### config.mk
export PLATFORM = sky130hd
export DESIGN_NAME = chunked_add_seq
export DESIGN_NICKNAME = d
export VERILOG_FILES = /design/src/rtl/chunked_add_seq_pkg.sv /design/src/rtl/add_chunk.sv /design/src/rtl/chunked_add_seq.sv
export SDC_FILE = /design/constraint.sdc
export NUM_CORES = 1
export LEC_CHECK = 0
export ABC_AREA = 1
export BUFFER_PORTS_ARGS = -buffer_cell sky130_fd_sc_hd__buf_2
export CAP_MARGIN = 20
export CORE_UTILIZATION = 54
export DETAILED_ROUTE_END_ITERATION = 8
export PLACE_DENSITY = 0.79
export SETUP_SLACK_MARGIN = 0.3
export SYNTH_ARGS = -nofsm -noshare
export SYNTH_HDL_FRONTEND = slang
export SYNTH_SLANG_ARGS = --single-unit
export TNS_END_PERCENT = 1
### constraint.sdc
create_clock -name clk -period 2.5 [get_ports clk]
set_input_delay 0.125 -clock clk [delete_from_list [all_inputs] [get_ports clk]]
set_output_delay 0.125 -clock clk [all_outputs]
set_load 0.05 [all_outputs]
### src/rtl/chunked_add_seq_pkg.sv
// Shared types and defaults for the chunked sequential adder.
// State encoding, default geometry and the chunk-count helper live here.
package chunked_add_seq_pkg;

  typedef enum logic [1:0] {
    IDLE = 2'd0,
    BUSY = 2'd1,
    DONE = 2'd2
  } state_t;

  localparam int DEF_WIDTH = 12;
  localparam int DEF_CHUNK = 3;

  function automatic int nchunk(input int width, input int chunk);
    return width / chunk;
  endfunction

endpackage

### src/rtl/add_chunk.sv
// CHUNK-bit combinational ripple adder slice, reused every cycle by chunked_add_seq.
module add_chunk #(
  parameter int CHUNK = 3
) (
  input  logic [CHUNK-1:0] a,
  input  logic [CHUNK-1:0] b,
  input  logic             cin,
  output logic [CHUNK-1:0] sum,
  output logic             cout
);

  assign {cout, sum} = {1'b0, a} + {1'b0, b} + {{CHUNK{1'b0}}, cin};

endmodule

### src/rtl/chunked_add_seq.sv
// Multi-cycle wide adder: one add_chunk slice walks LSB-first over WIDTH/CHUNK cycles.
// Define CHUNKED_ADD_SEQ_SUB_EN to add an `op` port selecting a - b (op=1).
module chunked_add_seq
  import chunked_add_seq_pkg::*;
#(
  parameter int WIDTH = DEF_WIDTH,
  parameter int CHUNK = DEF_CHUNK
) (
  input  logic             clk,
  input  logic             rst,
  input  logic             in_valid,
  output logic             in_ready,
  input  logic [WIDTH-1:0] a,
  input  logic [WIDTH-1:0] b,
  input  logic             cin,
`ifdef CHUNKED_ADD_SEQ_SUB_EN
  input  logic             op,
`endif
  output logic             out_valid,
  input  logic             out_ready,
  output logic [WIDTH-1:0] sum,
  output logic             cout,
  output logic             busy
);

  localparam int NCHUNK = nchunk(WIDTH, CHUNK);
  localparam int IDXW   = (NCHUNK > 1) ? $clog2(NCHUNK) : 1;
  localparam logic [IDXW-1:0] LAST_IDX = IDXW'(NCHUNK - 1);

  generate
    if ((CHUNK < 1) || (WIDTH % CHUNK != 0) || (NCHUNK < 1)) begin : g_bad_cfg
      $error("chunked_add_seq: WIDTH must be a non-zero multiple of CHUNK");
    end
  endgenerate

  state_t          state_reg, state_next;
  logic [WIDTH-1:0] a_reg, b_reg, sum_reg;
  logic            carry_reg, cout_reg;
  logic [IDXW-1:0] idx_reg;
  logic            accept;
  logic            last_chunk;

  logic [CHUNK-1:0] a_chunks [NCHUNK];
  logic [CHUNK-1:0] b_chunks [NCHUNK];
  logic [CHUNK-1:0] a_sel, b_sel, s_chunk;
  logic             c_chunk;

  // Operand registers viewed as an array of slices so the active one is a plain index.
  genvar gi;
  generate
    for (gi = 0; gi < NCHUNK; gi++) begin : g_slice
      assign a_chunks[gi] = a_reg[gi*CHUNK +: CHUNK];
      assign b_chunks[gi] = b_reg[gi*CHUNK +: CHUNK];
    end
  endgenerate

  assign a_sel = a_chunks[idx_reg];
  assign b_sel = b_chunks[idx_reg];

  add_chunk #(.CHUNK(CHUNK)) u_add_chunk (
    .a    (a_sel),
    .b    (b_sel),
    .cin  (carry_reg),
    .sum  (s_chunk),
    .cout (c_chunk)
  );

  // in_ready is masked by rst so nothing can be accepted while reset is asserted.
  assign in_ready   = !rst && ((state_reg == IDLE) || ((state_reg == DONE) && out_ready));
  assign accept     = in_valid && in_ready;
  assign last_chunk = (idx_reg == LAST_IDX);

  assign out_valid = (state_reg == DONE);
  assign busy      = (state_reg == BUSY);
  assign sum       = sum_reg;
  assign cout      = cout_reg;

  always_ff @(posedge clk or posedge rst) begin
    if (rst) begin
      state_reg <= IDLE;
    end else begin
      state_reg <= state_next;
    end
  end

  always_comb begin
    state_next = state_reg;
    case (state_reg)
      IDLE: if (accept) state_next = BUSY;
      BUSY: if (last_chunk) state_next = DONE;
      DONE: begin
        if (accept)         state_next = BUSY;
        else if (out_ready) state_next = IDLE;
      end
      default: state_next = IDLE;
    endcase
  end

  always_ff @(posedge clk or posedge rst) begin
    if (rst) begin
      a_reg     <= '0;
      b_reg     <= '0;
      sum_reg   <= '0;
      carry_reg <= 1'b0;
      cout_reg  <= 1'b0;
      idx_reg   <= '0;
    end else if (accept) begin
      a_reg   <= a;
      idx_reg <= '0;
`ifdef CHUNKED_ADD_SEQ_SUB_EN
      // Subtraction as a + ~b + 1; cout then reads as "no borrow".
      b_reg     <= op ? ~b : b;
      carry_reg <= op ? 1'b1 : cin;
`else
      b_reg     <= b;
      carry_reg <= cin;
`endif
    end else if (state_reg == BUSY) begin
      sum_reg[int'(idx_reg)*CHUNK +: CHUNK] <= s_chunk;
      carry_reg <= c_chunk;
      if (last_chunk) begin
        cout_reg <= c_chunk;
        idx_reg  <= '0;
      end else begin
        idx_reg  <= idx_reg + 1'b1;
      end
    end
  end

endmodule

==> results of run 1 <==
## how the worst max path moves through the flow
stage	startpoint	to	cells past startpoint
floorplan	idx_reg[0]$_DFFE_PP0P_	sum[10]$_DFFE_PP0P_	10
CTS	idx_reg[0]$_DFFE_PP0P_	sum[4]$_DFFE_PP0P_	9
finish	idx_reg[0]$_DFFE_PP0P_	sum[4]$_DFFE_PP0P_	9
global placement	idx_reg[0]$_DFFE_PP0P_	sum[4]$_DFFE_PP0P_	9
detailed placement	idx_reg[0]$_DFFE_PP0P_	sum[4]$_DFFE_PP0P_	9
global route	idx_reg[0]$_DFFE_PP0P_	sum[10]$_DFFE_PP0P_	9
## cell type report
type / count / area [µm²] / share of cell area (%)
sequential: 42 / 1054 / 41.75
clock buffer: 7 / 86.33 / 3.421
inverter: 26 / 106.4 / 4.214
timing repair buffer: 53 / 294.0 / 11.65
tap: 48 / 60.06 / 2.380
clock inverter: 1 / 5.005 / 0.1983
multi-input combinational: 186 / 918.4 / 36.39
## synth_stat cells, drive strengths merged
library cell,n,area share [%]
o22ai,4,1.2
fa,2,1.9
o21ai,18,4.3
nand4,1,0.30
nand2,118,22
o211ai,3,1.1
nor2,20,4.0
ha,8,4.8
clkinv,1,0.24
nand3,10,2.7
buf,6,2.0
clkbuf,1,0.18
a21oi,1,0.24
inv,25,4.5
dfrtp,42,51
and2,1,0.30
## worst register-to-register path, stage by stage (launching register included)
cell and delay, ns:
sky130_fd_sc_hd__dfrtp_2 0.44, sky130_fd_sc_hd__clkinv_4 0.10, sky130_fd_sc_hd__nor2_1 0.13, sky130_fd_sc_hd__o22ai_2 0.12
sky130_fd_sc_hd__fa_2 0.40, sky130_fd_sc_hd__inv_1 0.09, sky130_fd_sc_hd__fa_1 0.45, sky130_fd_sc_hd__nor2_2 0.17
sky130_fd_sc_hd__nand2_2 0.07, sky130_fd_sc_hd__o21ai_2 0.11
## report_power, final
part | switching, mW | internal, mW
clock | 0.220 | 0.223
combinational | 1.36 | 0.682
sequential | 0.204 | 0.988
## repair_timing
action | 4_1_cts | 5_1_grt
resized for setup | 2 | 21
endpoints found under the setup margin | 2 | 6
endpoints found under the hold margin | 42 | 0
pin swaps | 0 | 7
buffers inserted | 1 | 2
hold buffers | 1 | 0
## metal layers
metal	global-route usage, %	share of wire, %	wire, µm	vias up
li1	-	-	-	911
met1	30.50	46	1936	843
met2	39.49	48	2000	47
met3	5.536	4.3	182	10
met4	7.670	2.2	91	0
met5	0	0	0	-
## stage by stage
stage / instances / hold slack, ns
floorplan: 261 / 0.2346
global placement: 351 / 0.2890
detailed placement: 351 / 0.2971
finish: 363 / 0.01901
global route: 363 / 0.01546
CTS: 361 / 0.01625
## cell families after synthesis
group	after synthesis	share of synthesized area, %
AND/OR/NAND/NOR	150	28.80
flip-flops	42	50.60
buffers and inverters	33	6.988
AO/OA/AOI/OAI	26	6.867
adder cells (fa/ha/maj)	10	6.747
==> impl_results.md, run 1 <==
- Final-layout fill cell count: 326
- Critical path peak fanout: 9
- Cell area after technology mapping: 2077 µm²
- Top Ports: 45
- CTS HTree Levels: 2
- Number of clock sinks: 42
- Net count after synthesis: 300
- Placement-stage worst setup slack: 0.2211 ns
- Final Max Tran Viols: 0
- Final worst setup slack: 0.3573 ns
- Detailed Route Iter0 Violations: 119
- Max-Slew Margin vs Limit: 66.75%
- Worst Path Buf+Inv: 2
- CP endpoint kind: flop
- CTS tree: yes
- Number of violations of the max-capacitance limit: 0
- Die Span X: 64.02 µm
- Hold Path Class: primary input to flop
- Routed via count divided by cell count: 4.989
- Number of vias after detailed routing: 1811
- Overall die area: 4099 µm²
- Most frequent standard cell in the layout excluding fill and tap cells: sky130_fd_sc_hd__nand2_1
- Final routed DRC violation total: 1
- Antenna fix cells: 0
- Crit path cell chain: clkinv_4 -> nor2_1 -> o22ai_2 -> fa_2 -> inv_1 -> fa_1 -> nor2_2 -> nand2_2 -> o21ai_2
- Overall fraction of global-route tracks in use: 23.74%
- Critical-path top delay cell: sky130_fd_sc_hd__fa_1
- Wire length of the first global-routing pass: 7417 µm
- Setup_tns: 0 ns
- Congestion Overflow GR: 0
- Worst-skew pair later-pin latency: 0.29 ns
- Least-Margin Pin Slew: 0.4987 ns
- Maximum number of pins on one net before global-route repair: 43
- Gate Count Post-Synth: 261
- Weighted congestion reported at the end of routability-driven placement: 0.8727
- Max IR drop VDD: 0.0006090 V
- Post-detailed-route wirelength per cell: 11.60 µm
- #FFs+latches synth: 42
- Startpoint type of the worst setup path: flop
- Reg-to-reg endpoint: sum[4]$_DFFE_PP0P_
- Area of the placeable core: 3689 µm²
- Final Critical Period: 2.143 ns
- Number of antenna violations at the first check in global routing: 0
- Peak Freq: 0.4667 GHz
- Utilization after layout: 68.42%
- Worst Min Path Start: a[5]
- Cells on Worst Hold Path: 3
- Initial standard-cell utilization of the core: 56.31%
- Via count of the first global-routing pass: 1727
- Post-detailed-placement half-perimeter wirelength: 3070 µm
- Post-Route WL: 4210 µm
- Violated checks: DRC
- Clock transition at the registers of the reported paths: 0.07 ns
- Post-synthesis cell type count: 21
- Post-layout total power: 3.678 mW
- Worst setup slack for register-to-register paths: 0.36 ns
- DIE HEIGHT: 64.02 µm
- Number of detailed-route iterations in the first pass: 6
- Fraction of final layout cells with drive strength greater than 1: 25.40%
- Final Cell Area: 2524 µm²
- Number of setup violations in the final report: 0
- Family of cells with the greatest summed delay on the critical path: adder cells
- Final hold viol count: 0
- Worst Path Class, Setup: flop to flop
- Cell Area, Placed: 2350 µm²
- Arrival time of data at the critical path endpoint: 2.37 ns
- Power density over cell area: 1457 nW/µm²
- Slowest stage delay, CP: 0.45 ns
- Commonest cells after routing, fill and taps aside: 115 x sky130_fd_sc_hd__nand2_1, 44 x sky130_fd_sc_hd__buf_2, 40 x sky130_fd_sc_hd__dfrtp_1, 22 x sky130_fd_sc_hd__inv_1, 14 x sky130_fd_sc_hd__nor2_1
- Largest buffer count on any clock path: 2
- Layout Area Growth over Synthesis: 21.51%
- Outcome: finished with violations
- Count of warnings emitted by yosys: 0
- Worst reg-to-reg path cell count: 9
- LEAKAGE: 1.428 nW
- Average footprint of a synthesized cell: 7.958 µm²
- Number of buffers added by the clock tree synthesis step: 5
- Post-route clock period utilization: 85.71%
- Port Buffer Count: 44
- End of the worst hold path: a_reg[5]$_DFFE_PP0P_
- Number of antenna-violating nets in the routed design: 0
- Unrepaired setup endpoints after global routing: true
- Sequential element share of the synthesized area: 50.60%
- Master cell of the clock root buffer: sky130_fd_sc_hd__clkbuf_8
- Req. time, crit path: 2.73 ns
- Final clock skew: 0.002819 ns
- FP Rows: 22
- Reg-to-Reg Start: idx_reg[0]$_DFFE_PP0P_
- Number of nets at the end of the flow: 353
(Power assumes the default switching activity.)
==> inputs of run 2 (changes only) <==
--- a/config.mk
+++ b/config.mk
@@ -11,7 +11,7 @@
 export CORE_UTILIZATION = 54
 export DETAILED_ROUTE_END_ITERATION = 8
 export PLACE_DENSITY = 0.79
-export SETUP_SLACK_MARGIN = 0.3
+export SETUP_SLACK_MARGIN = 0.5
 export SYNTH_ARGS = -nofsm -noshare
 export SYNTH_HDL_FRONTEND = slang
 export SYNTH_SLANG_ARGS = --single-unit
==> impl_results.md, run 2 (same netlist as run 1, synthesis figures left out) <==
- Outcome: finished, final reports clean
- Reg-to-Reg Start: idx_reg[0]$_DFFE_PP0P_
- Arrival time of data at the critical path endpoint: 2.30 ns (-0.07 ns)
- Post-route clock period utilization: 83.10% (-2.6 points)
- Hold Path Class: primary input to flop
- Final routed DRC violation total: 0 (-1)
- Reg-to-reg endpoint: sum[4]$_DFFE_PP0P_
- Worst reg-to-reg path cell count: 9 (unchanged)
- Number of violations of the max-capacitance limit: 0 (unchanged)
- Startpoint type of the worst setup path: flop
- Number of antenna violations at the first check in global routing: 0 (unchanged)
- Commonest cells after routing, fill and taps aside: 116 x sky130_fd_sc_hd__nand2_1, 44 x sky130_fd_sc_hd__buf_2, 41 x sky130_fd_sc_hd__dfrtp_1, 21 x sky130_fd_sc_hd__inv_1, 12 x sky130_fd_sc_hd__o21ai_0
- Most frequent standard cell in the layout excluding fill and tap cells: sky130_fd_sc_hd__nand2_1
- Largest buffer count on any clock path: 2 (unchanged)
- DIE HEIGHT: 64.02 µm (unchanged)
- Worst Path Class, Setup: flop to flop
- Number of setup violations in the final report: 0 (unchanged)
- Post-Route WL: 4285 µm (+1.8%)
- Number of clock sinks: 42 (unchanged)
- Initial standard-cell utilization of the core: 56.31% (unchanged)
- Congestion Overflow GR: 0 (unchanged)
- Number of vias after detailed routing: 1796 (-0.83%)
- Final Critical Period: 2.078 ns (-0.06507 ns)
- Die Span X: 64.02 µm (unchanged)
- Detailed Route Iter0 Violations: 107 (-10%)
- Crit path cell chain: buf_6 -> nor2_4 -> o22ai_2 -> fa_2 -> inv_2 -> fa_1 -> nor2_2 -> nand2_1 -> o21ai_1
- Post-detailed-route wirelength per cell: 11.71 µm (+0.95%)
- Setup_tns: 0 ns (unchanged)
- CTS tree: yes
- Total instance count after detailed placement: 349 (-0.57%)
- Number of antenna-violating nets in the routed design: 0 (unchanged)
- CP Launch Point: idx_reg[0]$_DFFE_PP0P_
- Req. time, crit path: 2.72 ns (about the same)
- Final-layout fill cell count: 339 (+4.0%)
- Slowest stage delay, CP: 0.50 ns (+0.05 ns)
- Number of nets at the end of the flow: 356 (+0.85%)
- Worst Min Path Start: b[2]
- Antenna fix cells: 0 (unchanged)
- Number of buffers added by the clock tree synthesis step: 5 (unchanged)
- CTS HTree Levels: 2 (unchanged)
- Via count of the first global-routing pass: 1775 (+2.8%)
- Final hold viol count: 0 (unchanged)
- Critical path peak fanout: 6 (-3)
- Peak Freq: 0.4813 GHz (+3.1%)
- Wire length of the first global-routing pass: 7845 µm (+5.8%)
- Overall fraction of global-route tracks in use: 25.35% (+1.6 points)
- Worst-skew pair later-pin latency: 0.30 ns (about the same)
- Overall die area: 4099 µm² (unchanged)
- Worst setup slack for register-to-register paths: 0.42 ns (+0.07 ns)
- Critical-path top delay cell: sky130_fd_sc_hd__dfrtp_2
- Power density over cell area: 1453 nW/µm² (-0.34%)
- Post-detailed-placement half-perimeter wirelength: 3013 µm (-1.8%)
- Least-Margin Pin Slew: 0.5058 ns (+0.007097 ns)
- Final Max Tran Viols: 0 (unchanged)
- LEAKAGE: 1.436 nW (+0.61%)
- FP Rows: 22 (unchanged)
- Max-Slew Margin vs Limit: 66.28% (-0.47 points)
- Area of the placeable core: 3689 µm² (unchanged)
- Endpoint of the most critical setup path: sum[4]$_DFFE_PP0P_
- Number of detailed-route iterations in the first pass: 4 (-2)
- Top Ports: 45 (unchanged)
- CP endpoint kind: flop
- Maximum number of pins on one net before global-route repair: 43 (unchanged)
- Final clock skew: 0.004613 ns (+0.001794 ns)
- Fraction of final layout cells with drive strength greater than 1: 26.10% (+0.70 points)
- Master cell of the clock root buffer: sky130_fd_sc_hd__clkbuf_8
- Routed via count divided by cell count: 4.907 (-1.6%)
- Weighted congestion reported at the end of routability-driven placement: 0.8326 (-4.6%)
- Clock transition at the registers of the reported paths: 0.07 ns (about the same)
- Layout Area Growth over Synthesis: 22.59%
- Max IR drop VDD: 0.0005642 V (-7.4%)
- Non-Filler Instances: 366 (+0.83%)
- Unrepaired setup endpoints after global routing: true
- Port Buffer Count: 44 (unchanged)
run 2: where the power goes:
part,internal (mW),switching [mW]
combinational,0.719,1.36
clock,0.198,0.219
sequential,0.986,0.214
run 2: repair_timing:
action / CTS / global route
hold buffers: 1 / 0
resized for setup: 15 / 2
buffers inserted: 7 / 0
endpoints found under the hold margin: 42 / 0
setup endpoints to repair: 10 / 10
cloned: 1 / 0
pin swaps: 8 / 0
run 2: worst min path at each step:
stage | end | slack [ns] | cells past startpoint
floorplan | a_reg[0]$_DFFE_PP0P_ | 0.23 | 2
global placement | sum[11]$_DFFE_PP0P_ | 0.29 | 3
detailed placement | sum[11]$_DFFE_PP0P_ | 0.30 | 3
CTS | b_reg[3]$_DFFE_PP0P_ | 0.007 | 3
global route | a_reg[8]$_DFFE_PP0P_ | 0.01 | 3
finish | b_reg[2]$_DFFE_PP0P_ | 0.01 | 3
run 2: worst max-delay path, delay by kind of cell (launching register included):
| kind | cells | cell delay (ns) |
|---|---|---|
| compound gates | 2 | 0.21 |
| fa+ha+maj | 2 | 0.81 |
| buf+inv | 2 | 0.22 |
| flops | 1 | 0.50 |
| simple gates | 3 | 0.26 |
run 2: stage by stage:
step	cell area [µm²]	hold slack (ns)	power (mW)	utilization, %	setup slack (ns)
final	2546	0.01423	3.699	69.03	0.4224
after global routing	2546	0.01429	4.061	69.03	0.2973
after CTS	2541	0.007384	3.682	68.89	0.4079
after detailed placement	2352	0.3001	3.078	63.77	0.1760
after global placement	2352	0.2940	3.013	63.77	0.2358
after floorplan	2103	0.2346	2.658	-	0.4074
run 2: final cells by class:
class,count,area (µm²),area share [%]
Sequential cell,42,1052,41.33
Tap cell,48,60.06,2.359
Inverter,26,106.4,4.177
Timing Repair Buffer,55,312.8,12.29
Timing Repair inverter,1,6.256,0.2457
Multi-Input combinational cell,186,928.4,36.46
Clock buffer,8,80.08,3.145
run 2: per-layer routing:
metal | vias to the layer above | part of all wire (%) | track usage (%)
met5 | - | 0 | 0
met4 | 0 | 2.1 | 11.93
met3 | 10 | 4.5 | 6.964
met2 | 48 | 49 | 40.43
met1 | 818 | 45 | 31.84
li1 | 920 | - | -
